===== src/rtl/dbus_ctrl.sv =====
// Data-bus controller: runs one core load/store as a single external bus cycle,
// with lane placement, load extension, alignment checks and an ack timeout.
module dbus_ctrl #(
    parameter int TIMEOUT = 16,
    parameter int CNT_W   = 5
) (
    input  logic        clk,
    input  logic        rst,
    input  logic        core_req,
    input  logic        core_we,
    input  logic [1:0]  core_size,
    input  logic        core_unsigned,
    input  logic [31:0] core_addr,
    input  logic [31:0] core_wdata,
    output logic        core_busy,
    output logic        core_ack,
    output logic        core_err,
    output logic [31:0] core_rdata,
    output logic [31:0] DAD,
    output logic        MREQ,
    output logic        WRITE,
    output logic [1:0]  SIZE,
    output logic [31:0] ddt_o,
    output logic        ddt_oe,
    input  logic [31:0] ddt_i,
    input  logic        ACKD_n
);

    typedef enum logic [1:0] {IDLE, BUS, RESP} state_t;

    state_t            state_q, state_d;
    logic [CNT_W-1:0]  cnt_q, cnt_d;
    logic              mreq_q, mreq_d;
    logic              write_q, write_d;
    logic              uns_q, uns_d;
    logic              ack_q, ack_d;
    logic              err_q, err_d;
    logic [1:0]        size_q, size_d;
    logic [31:0]       dad_q, dad_d;
    logic [31:0]       ddt_q, ddt_d;
    logic [31:0]       rdata_q, rdata_d;

    logic              misaligned;
    logic [31:0]       lanes;
    logic [7:0]        rd_byte;
    logic [15:0]       rd_half;
    logic [31:0]       rd_ext;

    always_comb begin
        case (core_size)
            2'b00:   misaligned = 1'b0;
            2'b01:   misaligned = core_addr[0];
            2'b10:   misaligned = |core_addr[1:0];
            default: misaligned = 1'b1;
        endcase
    end

    // Narrow stores are replicated across every lane so the slave can pick any.
    genvar gi;
    generate
        for (gi = 0; gi < 4; gi++) begin : g_lane
            always_comb begin
                case (core_size)
                    2'b00:   lanes[gi*8 +: 8] = core_wdata[7:0];
                    2'b01:   lanes[gi*8 +: 8] = core_wdata[(gi%2)*8 +: 8];
                    default: lanes[gi*8 +: 8] = core_wdata[gi*8 +: 8];
                endcase
            end
        end
    endgenerate

    always_comb begin
        case (dad_q[1:0])
            2'b00:   rd_byte = ddt_i[7:0];
            2'b01:   rd_byte = ddt_i[15:8];
            2'b10:   rd_byte = ddt_i[23:16];
            default: rd_byte = ddt_i[31:24];
        endcase
        rd_half = dad_q[1] ? ddt_i[31:16] : ddt_i[15:0];
        case (size_q)
            2'b00:   rd_ext = uns_q ? {24'b0, rd_byte} : {{24{rd_byte[7]}}, rd_byte};
            2'b01:   rd_ext = uns_q ? {16'b0, rd_half} : {{16{rd_half[15]}}, rd_half};
            default: rd_ext = ddt_i;
        endcase
    end

    always_comb begin
        state_d = state_q;
        cnt_d   = cnt_q;
        mreq_d  = mreq_q;
        write_d = write_q;
        uns_d   = uns_q;
        size_d  = size_q;
        dad_d   = dad_q;
        ddt_d   = ddt_q;
        rdata_d = rdata_q;
        ack_d   = 1'b0;
        err_d   = 1'b0;
        case (state_q)
            IDLE: begin
                if (core_req) begin
                    if (misaligned) begin
                        err_d = 1'b1;
                    end else begin
                        dad_d   = core_addr;
                        size_d  = core_size;
                        write_d = core_we;
                        uns_d   = core_unsigned;
                        ddt_d   = lanes;
                        mreq_d  = 1'b1;
                        cnt_d   = '0;
                        state_d = BUS;
                    end
                end
            end
            BUS: begin
                // An ack arriving on the timeout edge still completes normally.
                if (!ACKD_n) begin
                    mreq_d  = 1'b0;
                    ack_d   = 1'b1;
                    rdata_d = write_q ? 32'h0 : rd_ext;
                    state_d = RESP;
                end else if (cnt_q == CNT_W'(TIMEOUT - 1)) begin
                    mreq_d  = 1'b0;
                    err_d   = 1'b1;
                    state_d = IDLE;
                end else begin
                    cnt_d = cnt_q + 1'b1;
                end
            end
            default: begin
                state_d = IDLE;
            end
        endcase
    end

    always_ff @(posedge clk or posedge rst) begin
        if (rst) begin
            state_q <= IDLE;
            cnt_q   <= '0;
            mreq_q  <= 1'b0;
            write_q <= 1'b0;
            uns_q   <= 1'b0;
            ack_q   <= 1'b0;
            err_q   <= 1'b0;
            size_q  <= 2'b00;
            dad_q   <= 32'h0;
            ddt_q   <= 32'h0;
            rdata_q <= 32'h0;
        end else begin
            state_q <= state_d;
            cnt_q   <= cnt_d;
            mreq_q  <= mreq_d;
            write_q <= write_d;
            uns_q   <= uns_d;
            ack_q   <= ack_d;
            err_q   <= err_d;
            size_q  <= size_d;
            dad_q   <= dad_d;
            ddt_q   <= ddt_d;
            rdata_q <= rdata_d;
        end
    end

    assign core_busy  = (state_q != IDLE);
    assign core_ack   = ack_q;
    assign core_err   = err_q;
    assign core_rdata = rdata_q;
    assign DAD        = dad_q;
    assign MREQ       = mreq_q;
    assign WRITE      = write_q;
    assign SIZE       = size_q;
    assign ddt_o      = ddt_q;
    assign ddt_oe     = mreq_q & write_q;

endmodule


===== config.mk =====
export PLATFORM = sky130hd
export DESIGN_NAME = dbus_ctrl
export DESIGN_NICKNAME = d
export VERILOG_FILES = /design/src/rtl/dbus_ctrl.sv
export SDC_FILE = /design/constraint.sdc
export NUM_CORES = 1
export LEC_CHECK = 0
export CORE_MARGIN = 8
export CORE_UTILIZATION = 45
export CTS_BUF_LIST = sky130_fd_sc_hd__clkbuf_2 sky130_fd_sc_hd__clkbuf_4 sky130_fd_sc_hd__clkbuf_8
export CTS_CLUSTER_DIAMETER = 30
export DETAILED_ROUTE_END_ITERATION = 6
export PLACE_DENSITY = 0.83
export SLEW_MARGIN = 40
export SYNTH_ARGS = -nofsm -noshare
export SYNTH_HDL_FRONTEND = slang
export SYNTH_SLANG_ARGS = --single-unit

===== constraint.sdc =====
create_clock -name clk -period 8.9 [get_ports clk]
set_clock_uncertainty 0.1 [all_clocks]
set_input_delay 1.78 -clock clk [delete_from_list [all_inputs] [get_ports clk]]
set_output_delay 1.78 -clock clk [all_outputs]
set_load 0.005 [all_outputs]

==> run summary <==
The floorplan die area is 0.0149 mm². The slack of the worst reg-to-reg path is 6400 ps. Summing the sequential cell areas from Yosys gives 54.5% of the chip area. The total half-perimeter wirelength after legalization and detailed placement is 11800 µm. The total overflow left after global routing is 0. The largest net degree at the start of global routing came out at 61. The most frequent cell after synthesis is dfrtp_1.

Setup repair after global routing left no endpoint under its margin. The worst path setup slack after routing came out at 4450 ps. The worst setup path is launched from an input pin. The layout has 841 filler cells. The top-area cell type share of the netlist area came out at 54.5%. The number of antenna cells inserted is 0.

The mean instance size in the synthesized netlist is 12.0 µm². The post-detailed-route via-to-cell ratio came out at 5.51. The power density of the placed cells came out at 261 mW/mm². Of all nets on the critical path, the largest fanout is 37. The post-CTS setup buffer count came out at 0.

The iteration count of the initial detailed-routing pass is 7. Among cell families on the critical path, the largest total delay comes from buffers and inverters. The growth of design area from synthesis to finish is 47.4%. The critical path goes through clkdlybuf4s50_1 -> o22ai_1 -> and3_2 -> buf_4 -> mux2_2. The final critical-path share of the clock period is 50.0%.

The reported net switching power is 0.000585 W. After synthesis, the share of flip-flops with an asynchronous set or reset is 100%. The effective utilization at floorplan came out at 46.4%. The global placement routability congestion is 0.866.

The synthesized netlist net count came out at 527. The final cell area excluding filler cells came out at 0.00745 mm². No sink is reached through more buffers than the 2 on the longest clock path. The maximum ir drop on the vdd rail came out at 0.127 mV. Input and output buffers added on the ports amount to 207. The number of buffers inserted during clock tree synthesis came out at 9. Sequential cells burn 41.8% of the power.

The critical path contains buffers and inverters numbering 2 combined. Summing all flip-flop and latch instances after layout gives 0.00275 mm². The count of H-tree levels built during CTS is 3. The via count of the first global-routing pass came to 4684. The first global-routing pass estimated 25000 µm of wire.

The combined area of the multi-input logic cells is 0.00212 mm². The final max-slew violation count is 0. The data required time of the critical path came out at 9050 ps. The critical path is of the in -> reg type.

After detailed routing, the average wire length per cell comes to 20.3 µm. The share of final-layout standard cells stronger than drive strength 1 came out at 17.9%. The source-to-sink clock delay at the later pin of the worst-skew pair came out at 360 ps. The master cell of the clock root buffer is clkbuf_8. The DRC violation count after routing is 0. The synthesized design contains 110 register bits. The number of maximum-capacitance violations is 0.

The count of instances resized after the clock tree is built came out at 0. The number of nets with antenna violations after routing came out at 0. The number of distinct library cells after synthesis is 40. Yosys attributes the largest share of cell area to dfrtp_1 54%, mux2_2 19%, nand2_1 3.6%.

Summed over all cells, the static leakage comes to 3.19 nW. After detailed routing, the total wire length is 15500 µm. The count of warnings emitted by yosys came out at 0. The critical path data arrival time came out at 4610 ps. After layout, the minimum clock period comes to 4450 ps. The min-delay analysis places its worst path in the category reg -> reg. The combinational share of power came out at 41.0%. The via count came out at 4196. Sorting the synthesized cells by how often they occur yields 110 x dfrtp_1, 87 x mux2_2, 48 x nand2_1. The count of hold buffers inserted by post-cts repair is 0. The flow ran to the end, and the final reports show no timing, DRC or antenna violations. The net count of the finished layout came out at 723. After clock tree synthesis, the clock-pin slew on the worst setup and hold paths is 100 ps. TritonCTS built the clock tree. The worst stage delay on the critical path came out at 750 ps. For this run, the leading register cell type out of synthesis is dfrtp_1. The remaining max-slew budget at the tightest pin is 49.5%. The sum of negative setup slack is 0 ps. The transition at the pin with the smallest max-transition slack came out at 758 ps. The cell area after placement is 0.00722 mm². Global routing used 21.3% of the available tracks. The die height is 122 µm. The worst setup timing slack at the placement stage is 4110 ps. The core outline area is 0.0109 mm². The number of sinks on the clock net came out at 110. The number of antenna violations at the first check in global routing came out at 0. The number of enable-type register cells in the synthesized netlist came out at 0. The cell row count came out at 38. The share of total power in the clock network came out at 17.2%. The total count of hold-check failures in the final report was 0. The detailed router finished its first iteration with 255 violations. The cell area that synthesis handed to floorplanning was 0.00505 mm².

The number of placed I/O pins is 208. The die is 122 µm wide. The cell internal power dissipation came out at 0.00136 W. The biggest area contributor in the post-synthesis netlist is dfrtp_1. The number of instances in the synthesized netlist is 421. The kind of end point of the critical path is a flip-flop.

The master of the slowest instance on the critical path is clkdlybuf4s50_1. Net switching is 30.1% of the power. Timing would allow up to 0.225 GHz. The total setup violations reported at the end of the flow came out at 0.
stage by stage:
stage	hold slack, ps	cells	util, %	power (W)
3_5_place_dp	375	746	66.3	0.00162
2_1_floorplan	348	421	-	0.00110
6_report	388	761	68.4	0.00194
4_1_cts	397	761	68.4	0.00197
5_1_grt	418	761	68.4	0.00207
3_3_place_gp	361	746	66.3	0.00159
metal layers:
| metal | global-route usage (%) | up-vias | routed length [µm] |
|---|---|---|---|
| met4 | 6.48 | 0 | 246 |
| met2 | 34.7 | 200 | 7560 |
| met1 | 24.3 | 2063 | 5730 |
| met3 | 10.4 | 21 | 1940 |
| li1 | - | 1912 | - |
| met5 | 0 | - | 0 |
state kept, by name (all words and copies together), names as in the netlist:
signal and count:
core_ack 1, uns_q 1, MREQ 1, state_q 2, core_err 1, SIZE 2, ddt_o 32, DAD 32
WRITE 1, core_rdata 32, cnt_q 5
layout make-up:
type | count | share of cell area (%)
Clock buffer | 11 | 2.03
Clock inverter | 4 | 0.941
Inverter | 15 | 0.790
Multi-Input combinational cell | 268 | 28.4
Sequential cell | 110 | 37.0
Tap cell | 140 | 2.35
Timing Repair Buffer | 213 | 28.5
path summary, 6_finish.rpt:
check / endpoint / start / cells past startpoint
setup reg to reg: DAD[25] / state_q[0] / 4
hold reg to reg: core_rdata[5] / core_rdata[5] / 2
hold / removal: core_rdata[5] / core_rdata[5] / 2
setup / recovery: DAD[25] / core_size[0] / 5
min in group asynchronous: DAD[30] / rst / 2
max in group asynchronous: ddt_o[7] / rst / 3
cells by family (layout without fill, tap and decap cells):
group                      after synthesis  count (layout)  share of synthesized area [%]
adders and majority gates                2               2                          0.495
and+or+nand+nor                         79              79                           7.13
buffers and inverters                   43             243                           3.64
DFF                                    110             110                           54.5
AOI/OAI and AO/OA                       84              84                           11.8
muxes                                  101             101                           22.2
xor gates and xnor gates                 2               2                          0.347
placed cells by master (no fill, tap or decap), types with 2 or more instances in the layout:
cell type	instances
o221ai_1	6
o21ai_0	13
nand3_1	2
clkinv_2	2
nand2b_1	3
a311oi_1	6
a22oi_1	18
mux2_2	87
clkbuf_8	11
o31ai_1	6
clkdlybuf4s50_1	207
or3_1	6
nor3_1	2
inv_1	14
o22ai_1	3
nor2b_1	3
nand2_1	48
mux2i_1	14
nor2_1	7
a22o_1	9
xor2_1	2
dfrtp_1	110
ha_1	2
a21oi_1	15
buf_4	5
bufinv_16	2
power groups by stage:
stage	sequential (W)	combinational [W]	clock, W
3_3_place_gp	0.000808	0.000785	0
6_report	0.000811	0.000797	0.000334
4_1_cts	0.000813	0.000809	0.000346
2_1_floorplan	0.000796	0.000307	0
5_1_grt	0.000837	0.000861	0.000368
3_5_place_dp	0.000821	0.000803	0
worst reg2reg max path: stages (launching register included):
cell	delay [ps]
dfrtp_1	440
nor2_1	180
and3_2	710
buf_4	540
mux2_2	420
Power figures use the tool's default switching activity.
